File: config.mk
export PLATFORM = sky130hd
export DESIGN_NAME = uart_rx_frame_controller_flat
export DESIGN_NICKNAME = d
export VERILOG_FILES = /design/src/rtl/uart_rx_pkg.sv /design/src/rtl/uart_rx_frame_controller_if.sv /design/src/rtl/uart_rx_majority_sampler.sv /design/src/rtl/uart_rx_frame_controller.sv /design/src/flat_wrapper.sv
export SDC_FILE = /design/constraint.sdc
export NUM_CORES = 1
export LEC_CHECK = 0
export ABC_AREA = 0
export CAP_MARGIN = 20
export CORE_UTILIZATION = 25
export DETAILED_ROUTE_END_ITERATION = 12
export SLEW_MARGIN = 10
export SYNTH_ARGS = -nofsm -noshare
export SYNTH_HDL_FRONTEND = slang
export SYNTH_SLANG_ARGS = --single-unit
File: constraint.sdc
create_clock -name clk -period 3.9 [get_ports clk]
set_clock_uncertainty 0.1 [all_clocks]
set_input_delay 0.975 -clock clk [delete_from_list [all_inputs] [get_ports clk]]
set_output_delay 0.975 -clock clk [all_outputs]
set_load 0.005 [all_outputs]
File: src/rtl/uart_rx_pkg.sv
// rtl/uart_rx_pkg.sv - shared types, constants and config helpers for the UART receive path
package uart_rx_pkg;

  typedef enum logic [2:0] {
    IDLE,
    START,
    DATA,
    PARITY,
    STOP1,
    STOP2,
    DONE,
    BREAK_WAIT
  } rx_state_e;

  localparam int MIN_DATA_WIDTH = 5;
  localparam int PRESCALE_8     = 8;
  localparam int PRESCALE_16    = 16;
  localparam int PRESCALE_32    = 32;

  // Out-of-range width requests are pulled into MIN_DATA_WIDTH..max_w.
  function automatic logic [3:0] clamp_width(input logic [3:0] cfg, input int max_w);
    logic [3:0] w;
    w = cfg;
    if (int'(cfg) < MIN_DATA_WIDTH) w = 4'(MIN_DATA_WIDTH);
    else if (int'(cfg) > max_w) w = 4'(max_w);
    return w;
  endfunction

endpackage

File: src/rtl/uart_rx_frame_controller_if.sv
// rtl/uart_rx_frame_controller_if.sv - line, config and result signals of the UART receive controller
interface uart_rx_frame_controller_if #(
  parameter int MAX_DATA_WIDTH = 9,
  parameter int PRESCALE_WIDTH = 6
);
  logic                      enable;
  logic [PRESCALE_WIDTH-1:0] prescale;
  logic [3:0]                data_width_cfg;
  logic                      parity_enable;
  logic                      parity_type;
  logic                      two_stop_bits;
  logic                      serial_data;
  logic [MAX_DATA_WIDTH-1:0] rx_data;
  logic                      data_valid;
  logic                      parity_error;
  logic                      framing_error;
  logic                      break_detected;
  logic                      busy;

  modport master (
    output enable, prescale, data_width_cfg, parity_enable, parity_type, two_stop_bits, serial_data,
    input  rx_data, data_valid, parity_error, framing_error, break_detected, busy
  );

  modport slave (
    input  enable, prescale, data_width_cfg, parity_enable, parity_type, two_stop_bits, serial_data,
    output rx_data, data_valid, parity_error, framing_error, break_detected, busy
  );
endinterface

File: src/rtl/uart_rx_majority_sampler.sv
// rtl/uart_rx_majority_sampler.sv - three mid-bit samples of the rx line and their 2-of-3 vote
module uart_rx_majority_sampler #(
  parameter int PRESCALE_WIDTH = 6
) (
  input  logic                      clk,
  input  logic                      reset,
  input  logic [PRESCALE_WIDTH-1:0] edge_cnt_i,
  input  logic [PRESCALE_WIDTH-1:0] half_i,
  input  logic                      serial_i,
  output logic                      vote_o
);
  localparam logic [PRESCALE_WIDTH-1:0] ONE = PRESCALE_WIDTH'(1);
  localparam logic [PRESCALE_WIDTH-1:0] TWO = PRESCALE_WIDTH'(2);

  logic [2:0] sample_q;

  always_ff @(posedge clk or negedge reset) begin
    if (!reset) begin
      sample_q <= '0;
    end else begin
      if (edge_cnt_i == half_i - TWO) sample_q[0] <= serial_i;
      if (edge_cnt_i == half_i - ONE) sample_q[1] <= serial_i;
      if (edge_cnt_i == half_i)       sample_q[2] <= serial_i;
    end
  end

  assign vote_o = (sample_q[0] & sample_q[1]) | (sample_q[0] & sample_q[2]) | (sample_q[1] & sample_q[2]);
endmodule

File: src/rtl/uart_rx_frame_controller.sv
// rtl/uart_rx_frame_controller.sv - UART receive frame FSM with parity, framing and break reporting
module uart_rx_frame_controller
  import uart_rx_pkg::*;
#(
  parameter int MAX_DATA_WIDTH = 9,
  parameter int PRESCALE_WIDTH = 6
) (
  input logic                       clk,
  input logic                       reset,
  uart_rx_frame_controller_if.slave rx_if
);
  localparam logic [PRESCALE_WIDTH-1:0] EDGE_ONE     = PRESCALE_WIDTH'(1);
  localparam logic [PRESCALE_WIDTH-1:0] PRESCALE_MIN = PRESCALE_WIDTH'(PRESCALE_8);

  rx_state_e                 state_q;
  logic [PRESCALE_WIDTH-1:0] edge_q;
  logic [PRESCALE_WIDTH-1:0] prescale_q;
  logic [3:0]                bit_q;
  logic [3:0]                width_q;
  logic [MAX_DATA_WIDTH-1:0] shift_q;
  logic [MAX_DATA_WIDTH-1:0] rx_data_q;
  logic                      par_en_q, par_type_q, two_stop_q;
  logic                      par_acc_q, par_err_q, all_zero_q;
  logic                      data_valid_q, parity_error_q, framing_error_q, break_q;

  logic [PRESCALE_WIDTH-1:0] half, vote_edge, last_edge;
  logic                      at_vote, at_last, vote, start_frame;

  assign half        = prescale_q >> 1;
  assign vote_edge   = half + EDGE_ONE;
  assign last_edge   = prescale_q - EDGE_ONE;
  assign at_vote     = (edge_q == vote_edge);
  assign at_last     = (edge_q == last_edge);
  assign start_frame = rx_if.enable && !rx_if.serial_data && (state_q == IDLE || state_q == DONE);

  uart_rx_majority_sampler #(
    .PRESCALE_WIDTH(PRESCALE_WIDTH)
  ) u_sampler (
    .clk       (clk),
    .reset     (reset),
    .edge_cnt_i(edge_q),
    .half_i    (half),
    .serial_i  (rx_if.serial_data),
    .vote_o    (vote)
  );

  always_ff @(posedge clk or negedge reset) begin
    if (!reset) begin
      state_q         <= IDLE;
      edge_q          <= '0;
      prescale_q      <= '0;
      bit_q           <= '0;
      width_q         <= '0;
      shift_q         <= '0;
      rx_data_q       <= '0;
      par_en_q        <= 1'b0;
      par_type_q      <= 1'b0;
      two_stop_q      <= 1'b0;
      par_acc_q       <= 1'b0;
      par_err_q       <= 1'b0;
      all_zero_q      <= 1'b0;
      data_valid_q    <= 1'b0;
      parity_error_q  <= 1'b0;
      framing_error_q <= 1'b0;
      break_q         <= 1'b0;
    end else begin
      data_valid_q    <= 1'b0;
      parity_error_q  <= 1'b0;
      framing_error_q <= 1'b0;
      break_q         <= 1'b0;
      edge_q          <= at_last ? '0 : edge_q + EDGE_ONE;

      if (!rx_if.enable) begin
        state_q <= IDLE;
        edge_q  <= '0;
      end else begin
        case (state_q)
          IDLE: begin
            edge_q <= '0;
            if (!rx_if.serial_data) state_q <= START;
          end
          START: begin
            if (at_vote && vote) begin
              state_q <= IDLE;
              edge_q  <= '0;
            end else if (at_last) begin
              state_q <= DATA;
            end
          end
          DATA: begin
            if (at_vote) begin
              shift_q[bit_q] <= vote;
              par_acc_q      <= par_acc_q ^ vote;
              if (vote) all_zero_q <= 1'b0;
            end
            if (at_last) begin
              if (bit_q == width_q - 4'd1) begin
                bit_q   <= '0;
                state_q <= par_en_q ? PARITY : STOP1;
              end else begin
                bit_q <= bit_q + 4'd1;
              end
            end
          end
          PARITY: begin
            if (at_vote) begin
              par_err_q <= (vote != (par_acc_q ^ par_type_q));
              if (vote) all_zero_q <= 1'b0;
            end
            if (at_last) state_q <= STOP1;
          end
          STOP1, STOP2: begin
            // A low stop bit after an all-zero frame is a line break, not a framing fault.
            if (at_vote && !vote) begin
              edge_q <= '0;
              if (all_zero_q) begin
                state_q <= BREAK_WAIT;
                break_q <= 1'b1;
              end else begin
                state_q         <= IDLE;
                framing_error_q <= 1'b1;
              end
            end else if (at_last) begin
              all_zero_q <= 1'b0;
              if (state_q == STOP1 && two_stop_q) begin
                state_q <= STOP2;
              end else begin
                state_q        <= DONE;
                rx_data_q      <= shift_q;
                data_valid_q   <= 1'b1;
                parity_error_q <= par_err_q;
              end
            end
          end
          DONE: begin
            edge_q  <= '0;
            state_q <= rx_if.serial_data ? IDLE : START;
          end
          BREAK_WAIT: begin
            if (rx_if.serial_data) begin
              state_q <= IDLE;
              edge_q  <= '0;
            end
          end
          default: begin
            state_q <= IDLE;
            edge_q  <= '0;
          end
        endcase

        // Frame setup: configuration is frozen here for the whole frame.
        if (start_frame) begin
          prescale_q <= (rx_if.prescale < PRESCALE_MIN) ? PRESCALE_MIN : rx_if.prescale;
          width_q    <= clamp_width(rx_if.data_width_cfg, MAX_DATA_WIDTH);
          par_en_q   <= rx_if.parity_enable;
          par_type_q <= rx_if.parity_type;
          two_stop_q <= rx_if.two_stop_bits;
          shift_q    <= '0;
          bit_q      <= '0;
          par_acc_q  <= 1'b0;
          par_err_q  <= 1'b0;
          all_zero_q <= 1'b1;
        end
      end
    end
  end

  assign rx_if.rx_data        = rx_data_q;
  assign rx_if.data_valid     = data_valid_q;
  assign rx_if.parity_error   = parity_error_q;
  assign rx_if.framing_error  = framing_error_q;
  assign rx_if.break_detected = break_q;
  assign rx_if.busy           = (state_q != IDLE);
endmodule

File: src/flat_wrapper.sv
// flat-port wrapper written by rule: the top's interface ports become plain ports
module uart_rx_frame_controller_flat import uart_rx_pkg::*;
#(
  parameter int MAX_DATA_WIDTH = 9,
  parameter int PRESCALE_WIDTH = 6
)
  (clk, reset, rx_if_enable, rx_if_prescale, rx_if_data_width_cfg, rx_if_parity_enable, rx_if_parity_type, rx_if_two_stop_bits, rx_if_serial_data, rx_if_rx_data, rx_if_data_valid, rx_if_parity_error, rx_if_framing_error, rx_if_break_detected, rx_if_busy);
  uart_rx_frame_controller_if #(.MAX_DATA_WIDTH(MAX_DATA_WIDTH), .PRESCALE_WIDTH(PRESCALE_WIDTH)) rx_if_i ();
  input logic clk;
  input logic reset;
  input wire logic [$bits(rx_if_i.enable)-1:0] rx_if_enable;
  input wire logic [$bits(rx_if_i.prescale)-1:0] rx_if_prescale;
  input wire logic [$bits(rx_if_i.data_width_cfg)-1:0] rx_if_data_width_cfg;
  input wire logic [$bits(rx_if_i.parity_enable)-1:0] rx_if_parity_enable;
  input wire logic [$bits(rx_if_i.parity_type)-1:0] rx_if_parity_type;
  input wire logic [$bits(rx_if_i.two_stop_bits)-1:0] rx_if_two_stop_bits;
  input wire logic [$bits(rx_if_i.serial_data)-1:0] rx_if_serial_data;
  output wire logic [$bits(rx_if_i.rx_data)-1:0] rx_if_rx_data;
  output wire logic [$bits(rx_if_i.data_valid)-1:0] rx_if_data_valid;
  output wire logic [$bits(rx_if_i.parity_error)-1:0] rx_if_parity_error;
  output wire logic [$bits(rx_if_i.framing_error)-1:0] rx_if_framing_error;
  output wire logic [$bits(rx_if_i.break_detected)-1:0] rx_if_break_detected;
  output wire logic [$bits(rx_if_i.busy)-1:0] rx_if_busy;
  assign rx_if_i.enable = rx_if_enable;
  assign rx_if_i.prescale = rx_if_prescale;
  assign rx_if_i.data_width_cfg = rx_if_data_width_cfg;
  assign rx_if_i.parity_enable = rx_if_parity_enable;
  assign rx_if_i.parity_type = rx_if_parity_type;
  assign rx_if_i.two_stop_bits = rx_if_two_stop_bits;
  assign rx_if_i.serial_data = rx_if_serial_data;
  assign rx_if_rx_data = rx_if_i.rx_data;
  assign rx_if_data_valid = rx_if_i.data_valid;
  assign rx_if_parity_error = rx_if_i.parity_error;
  assign rx_if_framing_error = rx_if_i.framing_error;
  assign rx_if_break_detected = rx_if_i.break_detected;
  assign rx_if_busy = rx_if_i.busy;
  uart_rx_frame_controller #(.MAX_DATA_WIDTH(MAX_DATA_WIDTH), .PRESCALE_WIDTH(PRESCALE_WIDTH)) u_core (.clk(clk), .reset(reset), .rx_if(rx_if_i));
endmodule
==> impl_metrics.json, run 1 <==
{
  "ir_worst_vdd_v": 0.000190,
  "overflow": 0,
  "clkSinkCount": 54,
  "detail-route-antenna-nets": 0,
  "powerDensity_mw_per_mm2": 637,
  "synth_nets": 383,
  "syn_area_sq_mm": 0.00334,
  "clk_pin_slew_ns": 0.08,
  "grt_pass1_vias": 2658,
  "drive_gt1_frac": 0.0981,
  "drt_pass1_iterations": 5,
  "synth_edf_count": 0,
  "sw_frac_of_total": 0.419,
  "r2r-start": "u_core.prescale_q[2]$_DFFE_PN0P_",
  "period_needed_ns": 3.19,
  "timing.fmax_mhz": 314,
  "cts_resized": 0,
  "clock-root-buffer": "clkbuf_16",
  "setup_violations": 0,
  "hpwl_mm": 5.55,
  "clk_latency_ns": 0.29,
  "synth_flop_cell": "dfrtp_1",
  "insertedDiodeCount": 0,
  "fill_cells": 1366,
  "yosysWarnings": 0,
  "seq_area_sq_mm": 0.00135,
  "min_period_over_period": 0.817,
  "path_class": "flip-flop to flip-flop",
  "holdWs_ns": 0.392,
  "post-route-drc-count": 0,
  "cp-end-kind": "flip-flop",
  "die_h_um": 118,
  "dr_total_vias": 2658,
  "max_slew_margin": 0.429,
  "power_leakage_nw": 1.73,
  "hold_class": "flip-flop to flip-flop",
  "dp.cells": 541,
  "ys_types": 55,
  "syn_avg_cell_area_sq_um": 9.47,
  "worstPathArrival_ns": 3.27,
  "fin_cells": 549,
  "wl_mm": 7.65,
  "hold_start": "u_core.par_err_q$_DFFE_PN0P_",
  "worst_slew_pin_slew_ns": 0.856,
  "coreArea_sq_mm": 0.0128,
  "p_int_mw": 1.47,
  "start_kind": "flip-flop",
  "crit_required_ns": 3.98,
  "grt_max_degree": 55,
  "crit_fanout": 9,
  "crit_family": "compound AO/OA/AOI/OAI gates",
  "track_usage": 0.115,
  "io_pins": 31,
  "crit_buf_inv": 1,
  "h-tree-depth": 2,
  "viasPerCell": 4.84,
  "area_growth_pct": 18.9,
  "seq_power_share": 0.330,
  "die_width_um": 118,
  "seq_area_frac_synth": 0.404,
  "routabilityCongestion": 0.847,
  "cap_violations": 0,
  "drtIter0Drc": 118,
  "status": "finished clean",
  "combPwrFrac": 0.462,
  "slowest_stage": "nor4_4",
  "wl_per_cell_um": 13.9,
  "synthesis.instances": 353,
  "initial_utilization": 0.261,
  "multi_input_area_sq_mm": 0.00187,
  "fin_setup_tns_ns": 0,
  "crit_chain": "inv_1 -> ha_1 -> a21boi_1 -> nand4_1 -> a41oi_1 -> o2111ai_4 -> nor4_4 -> mux2_2",
  "postCtsSetupRepairBufs": 0,
  "clkPwrFrac": 0.208,
  "grt_pass1_wl_mm": 13.0,
  "max_stage_delay_ns": 0.69,
  "p_sw_mw": 1.06,
  "die-area_sq_mm": 0.0138,
  "async_flop_share": 1.00,
  "rsz0062_at_grt": "false",
  "fin_nets": 406,
  "rows": 41,
  "ctsHoldBuffers": 0,
  "synth.ff_latch_count": 54,
  "crit_start": "u_core.prescale_q[2]$_DFFE_PN0P_",
  "finalMaxSlewViolations": 0,
  "portBuffers": 30,
  "cts_buffers": 5,
  "cts_tree": "yes",
  "cts_max_path_buffers": 2,
  "antenna_found_initial": 0,
  "hold_viol_final": 0
}
logic make-up (layout without fill, tap and decap cells):
kind of cell | after synthesis | in the layout | synth area share
and+or+nand+nor | 143 | 143 | 0.224
AOI/OAI and AO/OA | 57 | 57 | 0.123
DFF | 54 | 54 | 0.404
buffers and inverters | 30 | 54 | 0.0374
xor gates and xnor gates | 28 | 28 | 0.0734
muxes | 27 | 27 | 0.0861
adders and majority gates | 14 | 14 | 0.0516
power groups by stage:
stage	combinational [mW]	sequential (mW)	clock, mW
after global placement	1.13	0.836	0
final	1.17	0.834	0.527
after CTS	1.17	0.832	0.541
after floorplan	0.976	0.747	0
after detailed placement	1.17	0.843	0
after global routing	1.30	0.856	0.557
layer usage:
metal | share of wire | GRT usage
met3 | 0.036 | 0.0252
met5 | 0 | 0
met4 | 0.015 | 0.0393
met1 | 0.46 | 0.146
met2 | 0.49 | 0.193
per-stage QoR:
step	total power, mW	setup slack [ns]	utilization	area (sq um)
floorplan	1.72	1.12	-	3340
global placement	1.96	0.824	0.296	3800
detailed placement	2.01	0.681	0.296	3800
CTS	2.55	0.669	0.310	3970
global route	2.72	0.524	0.310	3970
finish	2.53	0.715	0.310	3970
registers in the layout (all words and copies together) (netlist names):
register	count
u_core.all_zero_q	1
u_core.rx_if.data_valid	1
u_core.shift_q	9
u_core.u_sampler.sample_q	3
u_core.rx_if.framing_error	1
u_core.rx_if.parity_error	1
u_core.state_q	3
u_core.bit_q	4
u_core.par_err_q	1
u_core.width_q	4
u_core.prescale_q	6
u_core.edge_q	6
u_core.two_stop_q	1
u_core.par_en_q	1
u_core.par_type_q	1
u_core.par_acc_q	1
u_core.rx_if.break_detected	1
u_core.rx_if.rx_data	9
synthesized netlist by cell type, drive strengths merged (11+ instances only):
cell type  number  share of area
mux2i          13          0.039
inv            14          0.016
nand2          31          0.035
xnor2          14          0.037
ha             13          0.049
xor2           14          0.037
mux2           14          0.047
dfrtp          54           0.40
nor3           11          0.021
o21ai          16          0.024
nor2           34          0.038
nand3          17          0.025
cells in the final DEF (no fill, tap or decap), types with 3 or more instances in the layout:
cell,synthesis,final
nor3_1,9,8
nand2b_1,7,7
nand4_1,6,6
nor2b_1,8,8
a21boi_0,3,3
xor2_1,14,14
xnor2_1,14,14
dfrtp_1,54,54
clkbuf_16,0,5
ha_1,13,13
o22ai_1,3,3
nand3_1,17,17
inv_1,14,14
o21a_1,3,3
or3_1,5,5
nand3b_1,4,4
o21ai_0,16,16
nand2_1,31,31
nor3b_1,3,3
a21oi_1,10,10
mux2i_1,13,13
nor2_1,34,34
nor4_1,3,3
mux2_2,14,14
and2_1,4,4
and4_1,3,3
clkdlybuf4s50_1,0,29
final cells by class:
cell class	count	area share
multi-input cells	269	0.471
flip-flops and latches	54	0.340
repair buffers	32	0.0781
well taps	172	0.0542
clock buffers	5	0.0315
inverters	14	0.0132
clock inverters	3	0.0120
worst paths after layout:
path	end	slack, ns	cells after the start
setup / recovery	u_core.rx_if.rx_data[8]$_DFFE_PN0P_	0.71	8
hold / removal	u_core.rx_if.parity_error$_DFF_PN0_	0.39	1
setup reg to reg	u_core.rx_if.rx_data[8]$_DFFE_PN0P_	0.71	8
hold reg to reg	u_core.rx_if.parity_error$_DFF_PN0_	0.39	1
max in group asynchronous	u_core.width_q[2]$_DFFE_PN0P_	2.53	2
min in group asynchronous	u_core.rx_if.data_valid$_DFF_PN0_	0.70	2
Power figures use the tool's default switching activity.
==> run 2, diff against run 1 <==
clock period = 3.2 ns   (was 3.9 ns; I/O delays follow)
==> impl_metrics.json, run 2 (synthesized netlist as in run 1, its figures left out) <==
{
  "insertedDiodeCount": 0,
  "setup_violations": 0,
  "wl_per_cell_um": 13.4,
  "hold_class": "flip-flop to flip-flop",
  "hold_viol_final": 0,
  "rows": 41,
  "layout_common_cells": "54 x dfrtp_1, 34 x nor2_1, 31 x nand2_1",
  "max_slew_margin": 0.460,
  "initial_utilization": 0.261,
  "busiest_layer": "met2",
  "fill_cells": 1335,
  "status": "finished clean",
  "track_usage": 0.115,
  "hpwl_mm": 5.53,
  "overflow": 0,
  "fin_nets": 411,
  "pre_cts_slack_ns": 0.249,
  "dr_total_vias": 2611,
  "io_pins": 31,
  "fin_cells": 554,
  "holdWs_ns": 0.394,
  "die_h_um": 118,
  "rsz0062_at_grt": "false",
  "crit_required_ns": 3.29,
  "grtUsageMet2": 0.197,
  "postCtsSetupRepairBufs": 0,
  "path_class": "flip-flop to flip-flop",
  "die-area_sq_mm": 0.0138,
  "die_width_um": 118,
  "drt_pass1_iterations": 4,
  "clk_latency_ns": 0.30,
  "coreArea_sq_mm": 0.0128,
  "post-route-drc-count": 0,
  "met3_usage": 0.0237,
  "timing.fmax_mhz": 340,
  "clock-root-buffer": "clkbuf_16",
  "cts_max_path_buffers": 2,
  "cap_violations": 0,
  "clk_pin_slew_ns": 0.08,
  "seq_area_sq_mm": 0.00135,
  "min_period_over_period": 0.920,
  "fin_setup_tns_ns": 0,
  "wl_mm": 7.41,
  "fin_area_sq_mm": 0.00400,
  "portBuffers": 30,
  "multi_input_area_sq_mm": 0.00187,
  "antenna_found_initial": 0,
  "ctsHoldBuffers": 0,
  "max_stage_delay_ns": 0.46,
  "worstPathArrival_ns": 3.03,
  "cp-end-kind": "flip-flop",
  "cts_tree": "yes",
  "setup_slack_ns": 0.257,
  "slowest_stage": "dfrtp_1",
  "detail-route-antenna-nets": 0,
  "power_leakage_nw": 1.75,
  "drtIter0Drc": 86,
  "h-tree-depth": 2,
  "cts_buffers": 5,
  "routabilityCongestion": 0.899,
  "clkSinkCount": 54,
  "powerDensity_mw_per_mm2": 759,
  "cts_resized": 0,
  "viasPerCell": 4.71,
  "placed_cell_area_sq_mm": 0.00385,
  "worst_slew_pin_slew_ns": 0.810,
  "ir_worst_vdd_v": 0.000307,
  "layout_commonest_cell": "dfrtp_1",
  "finalMaxSlewViolations": 0,
  "grt_pass1_wl_mm": 13.1,
  "crit_chain": "inv_1 -> ha_1 -> a21boi_1 -> nand4_1 -> a41oi_1 -> o2111ai_4 -> nor4_4 -> buf_4 -> mux2_2",
  "start_kind": "flip-flop",
  "period_needed_ns": 2.94,
  "drive_gt1_frac": 0.110,
  "dp.cells": 546,
  "crit_fanout": 9,
  "grt_max_degree": 34,
  "area_growth_pct": 19.7,
  "gr-usage-met1": 0.139,
  "grt_pass1_vias": 2811
}
-- run 2: cell types whose count changed in the layout (fill, tap and decap cells not counted) --
cell       delta
buf_12        +1
buf_4         +4
bufinv_16     -1
clkinv_4      +1
-- run 2: final timing paths --
path                                                        from                                  end  slack (ns)  cells past startpoint
min in group asynchronous                                  reset        u_core.shift_q[5]$_DFFE_PN0P_        0.45                      1
max in group asynchronous                                  reset  u_core.rx_if.rx_data[0]$_DFFE_PN0P_        1.88                      2
worst max-delay path            u_core.prescale_q[2]$_DFFE_PN0P_  u_core.rx_if.rx_data[0]$_DFFE_PN0P_        0.26                      9
worst max register to register  u_core.prescale_q[2]$_DFFE_PN0P_  u_core.rx_if.rx_data[0]$_DFFE_PN0P_        0.26                      9
worst min register to register      u_core.par_err_q$_DFFE_PN0P_  u_core.rx_if.parity_error$_DFF_PN0_        0.39                      1
worst min-delay path                u_core.par_err_q$_DFFE_PN0P_  u_core.rx_if.parity_error$_DFF_PN0_        0.39                      1
-- run 2: critical path: cells and delay by family (launching register included) --
| kind | cells | cell delay [ns] |
|---|---|---|
| AND/OR/NAND/NOR | 2 | 0.45 |
| multiplexers | 1 | 0.35 |
| flip-flops | 1 | 0.46 |
| AO/OA/AOI/OAI | 3 | 0.87 |
| buffers and inverters | 2 | 0.39 |
| adder cells (fa/ha/maj) | 1 | 0.22 |
-- run 2: power by group --
| part | internal (mW) | switching (mW) |
|---|---|---|
| registers | 0.805 | 0.191 |
| logic | 0.637 | 0.832 |
| clock network | 0.298 | 0.275 |
-- run 2: final cells by class --
cell class                      count  area share
Clock inverter                      3     0.00656
Timing Repair Buffer               37      0.0900
Clock buffer                        5      0.0313
Inverter                           14      0.0131
Multi-Input combinational cell    269       0.468
Tap cell                          172      0.0538
Sequential cell                    54       0.338
-- run 2: per-stage QoR --
step	total power [mW]	utilization
6_report	3.04	0.312
5_1_grt	3.27	0.312
4_1_cts	3.05	0.312
3_5_place_dp	2.47	0.300
3_3_place_gp	2.43	0.300
2_1_floorplan	2.10	-
-- run 2: metal layers --
metal  share of wire  wire length (um)  up-vias
met3           0.036               270       16
met5               0                 0        -
met2            0.49              3600       52
li1                -                 -     1305
met1            0.45              3370     1238
met4           0.023               174        0
==> run 3, diff against run 2 <==
ABC_AREA = 1   (was 0)
==> impl_metrics.json, run 3 <==
{
  "crit_fanout": 7,
  "busiest_layer": "met2",
  "synth_nets": 509,
  "yosysWarnings": 0,
  "drtIter0Drc": 178,
  "wl_mm": 7.93,
  "clk_latency_ns": 0.30,
  "grt_pass1_vias": 2976,
  "powerDensity_mw_per_mm2": 759,
  "clk_pin_slew_ns": 0.08,
  "synth_most_common_cell": "nand2_1",
  "ctsHoldBuffers": 0,
  "yosys-top-cells-area": "dfrtp_1 39%, nand2_1 16%, inv_1 6.2%",
  "status": "finished clean",
  "h-tree-depth": 2,
  "overflow": 0,
  "die_h_um": 120,
  "async_flop_share": 1.00,
  "met3_usage": 0.0209,
  "syn_avg_cell_area_sq_um": 7.25,
  "max_slew_margin": 0.702,
  "synth_area_leader_cell": "dfrtp_1",
  "slowest_stage": "dfrtp_1",
  "hold_viol_final": 0,
  "crit_path_end": "rx_if_busy",
  "track_usage": 0.120,
  "routabilityCongestion": 0.886,
  "synth_edf_count": 0,
  "clock-root-buffer": "clkbuf_16",
  "crit_required_ns": 2.30,
  "fin_setup_tns_ns": 0,
  "finalMaxSlewViolations": 0,
  "insertedDiodeCount": 0,
  "ir_worst_vdd_v": 0.000305,
  "seq_area_frac_synth": 0.389,
  "hpwl_mm": 6.21,
  "rr_worst_depth": 13,
  "worstPathArrival_ns": 1.64,
  "holdWs_ns": 0.261,
  "path_class": "flip-flop to output port",
  "pre_cts_slack_ns": 0.518,
  "period_needed_ns": 2.54,
  "drive_gt1_frac": 0.0879,
  "fin_nets": 541,
  "synth.ff_latch_count": 54,
  "crit_buf_inv": 3,
  "synthesis.instances": 479,
  "cts_buffers": 5,
  "coreArea_sq_mm": 0.0134,
  "drt_pass1_iterations": 5,
  "ys_types": 39,
  "dp.cells": 680,
  "fin_cells": 688,
  "antenna_found_initial": 0,
  "grt_pass1_wl_mm": 13.9,
  "cp_num_cells": 5,
  "portBuffers": 30,
  "initial_utilization": 0.259,
  "start_kind": "flip-flop",
  "timing.fmax_mhz": 393,
  "synth_flop_cell": "dfrtp_1",
  "p_total_mw": 3.12,
  "clkSinkCount": 54,
  "die-area_sq_mm": 0.0144,
  "crit_start": "u_core.state_q[1]$_DFFE_PN0P_",
  "min_period_over_period": 0.795,
  "rsz0062_at_grt": "false",
  "gr-usage-met1": 0.163,
  "viasPerCell": 4.49,
  "setup_slack_ns": 0.656,
  "area_growth_pct": 18.4,
  "rows": 42,
  "die_width_um": 120,
  "grt_max_degree": 25,
  "layout_commonest_cell": "nand2_1",
  "r2r_setup_slack_ns": 0.71,
  "syn_area_sq_mm": 0.00347,
  "cp-end-kind": "output port",
  "cts_resized": 0,
  "synth_common_cells": "146 x nand2_1, 57 x inv_1, 54 x dfrtp_1, 35 x nand3_1, 34 x nor2_1",
  "worst_slew_pin_slew_ns": 0.445,
  "synth_top_area_frac": 0.389,
  "power_leakage_nw": 2.03,
  "r2r-end": "u_core.rx_if.rx_data[6]$_DFFE_PN0P_",
  "max_stage_delay_ns": 0.46,
  "dr_total_vias": 3086,
  "layout_common_cells": "146 x nand2_1, 57 x inv_1, 54 x dfrtp_1",
  "detail-route-antenna-nets": 0,
  "hold_class": "input pin to async pin",
  "cts_max_path_buffers": 2,
  "io_pins": 31,
  "crit_family": "buffers and inverters",
  "crit_chain": "nor2_1 -> inv_1 -> nor2_1 -> inv_1 -> clkdlybuf4s50_1",
  "grtUsageMet2": 0.196,
  "cap_violations": 0,
  "postCtsSetupRepairBufs": 0,
  "cts_tree": "yes",
  "r2r-start": "u_core.prescale_q[2]$_DFFE_PN0P_",
  "post-route-drc-count": 0,
  "wl_per_cell_um": 11.5,
  "setup_violations": 0
}
-- run 3: stage by stage --
stage           util  cell area, sq um
3_5_place_dp   0.296              3960
2_1_floorplan      -              3470
3_3_place_gp   0.296              3960
4_1_cts        0.307              4110
5_1_grt        0.307              4110
6_report       0.307              4110
-- run 3: worst reg2reg max path: stages (launching register included) --
cell and delay, ns:
dfrtp_1 0.48, inv_1 0.20, ha_1 0.33, inv_1 0.04, nand2_1 0.05, nand2_1 0.09, nor2_1 0.10, nand2_1 0.10
nor2_4 0.18, nand3_4 0.14, nand3_2 0.29, inv_1 0.16, nand2_1 0.09, nand2_1 0.05
-- run 3: logic make-up after synthesis --
logic type / synth area share
buffers and inverters: 0.0926
DFF: 0.389
adders and majority gates: 0.0468
and+or+nand+nor: 0.327
AOI/OAI and AO/OA: 0.107
xor gates and xnor gates: 0.0378
-- run 3: final cells by class --
cell class,instances,area [sq um]
Tap cell,176,220
Multi-Input combinational cell,348,1800
Clock buffer,5,125
Inverter,66,250
Clock inverter,3,26.3
Timing Repair Buffer,36,340
Sequential cell,54,1350
Fill cell,1423,9290
-- run 3: where the power goes --
| part | total, mW | switching [mW] | internal, mW |
|---|---|---|---|
| logic | 1.54 | 0.990 | 0.553 |
| clock network | 0.565 | 0.267 | 0.298 |
| registers | 1.01 | 0.174 | 0.840 |
| total | 3.12 | 1.43 | 1.69 |
-- run 3: worst min-delay path by stage --
stage	from	endpoint
6_report	reset	u_core.rx_if.rx_data[2]$_DFFE_PN0P_
5_1_grt	reset	u_core.rx_if.rx_data[2]$_DFFE_PN0P_
4_1_cts	reset	u_core.rx_if.rx_data[2]$_DFFE_PN0P_
3_5_place_dp	u_core.shift_q[5]$_DFFE_PN0P_	u_core.rx_if.rx_data[5]$_DFFE_PN0P_
3_3_place_gp	u_core.shift_q[5]$_DFFE_PN0P_	u_core.rx_if.rx_data[5]$_DFFE_PN0P_
2_1_floorplan	u_core.shift_q[4]$_DFFE_PN0P_	u_core.rx_if.rx_data[4]$_DFFE_PN0P_
-- run 3: layer usage --
metal  vias to the layer above  routed length [um]
met5                         -                   0
met4                         0                  55
met3                         4                 349
met2                        70                3680
met1                      1420                3850
li1                       1592                   -
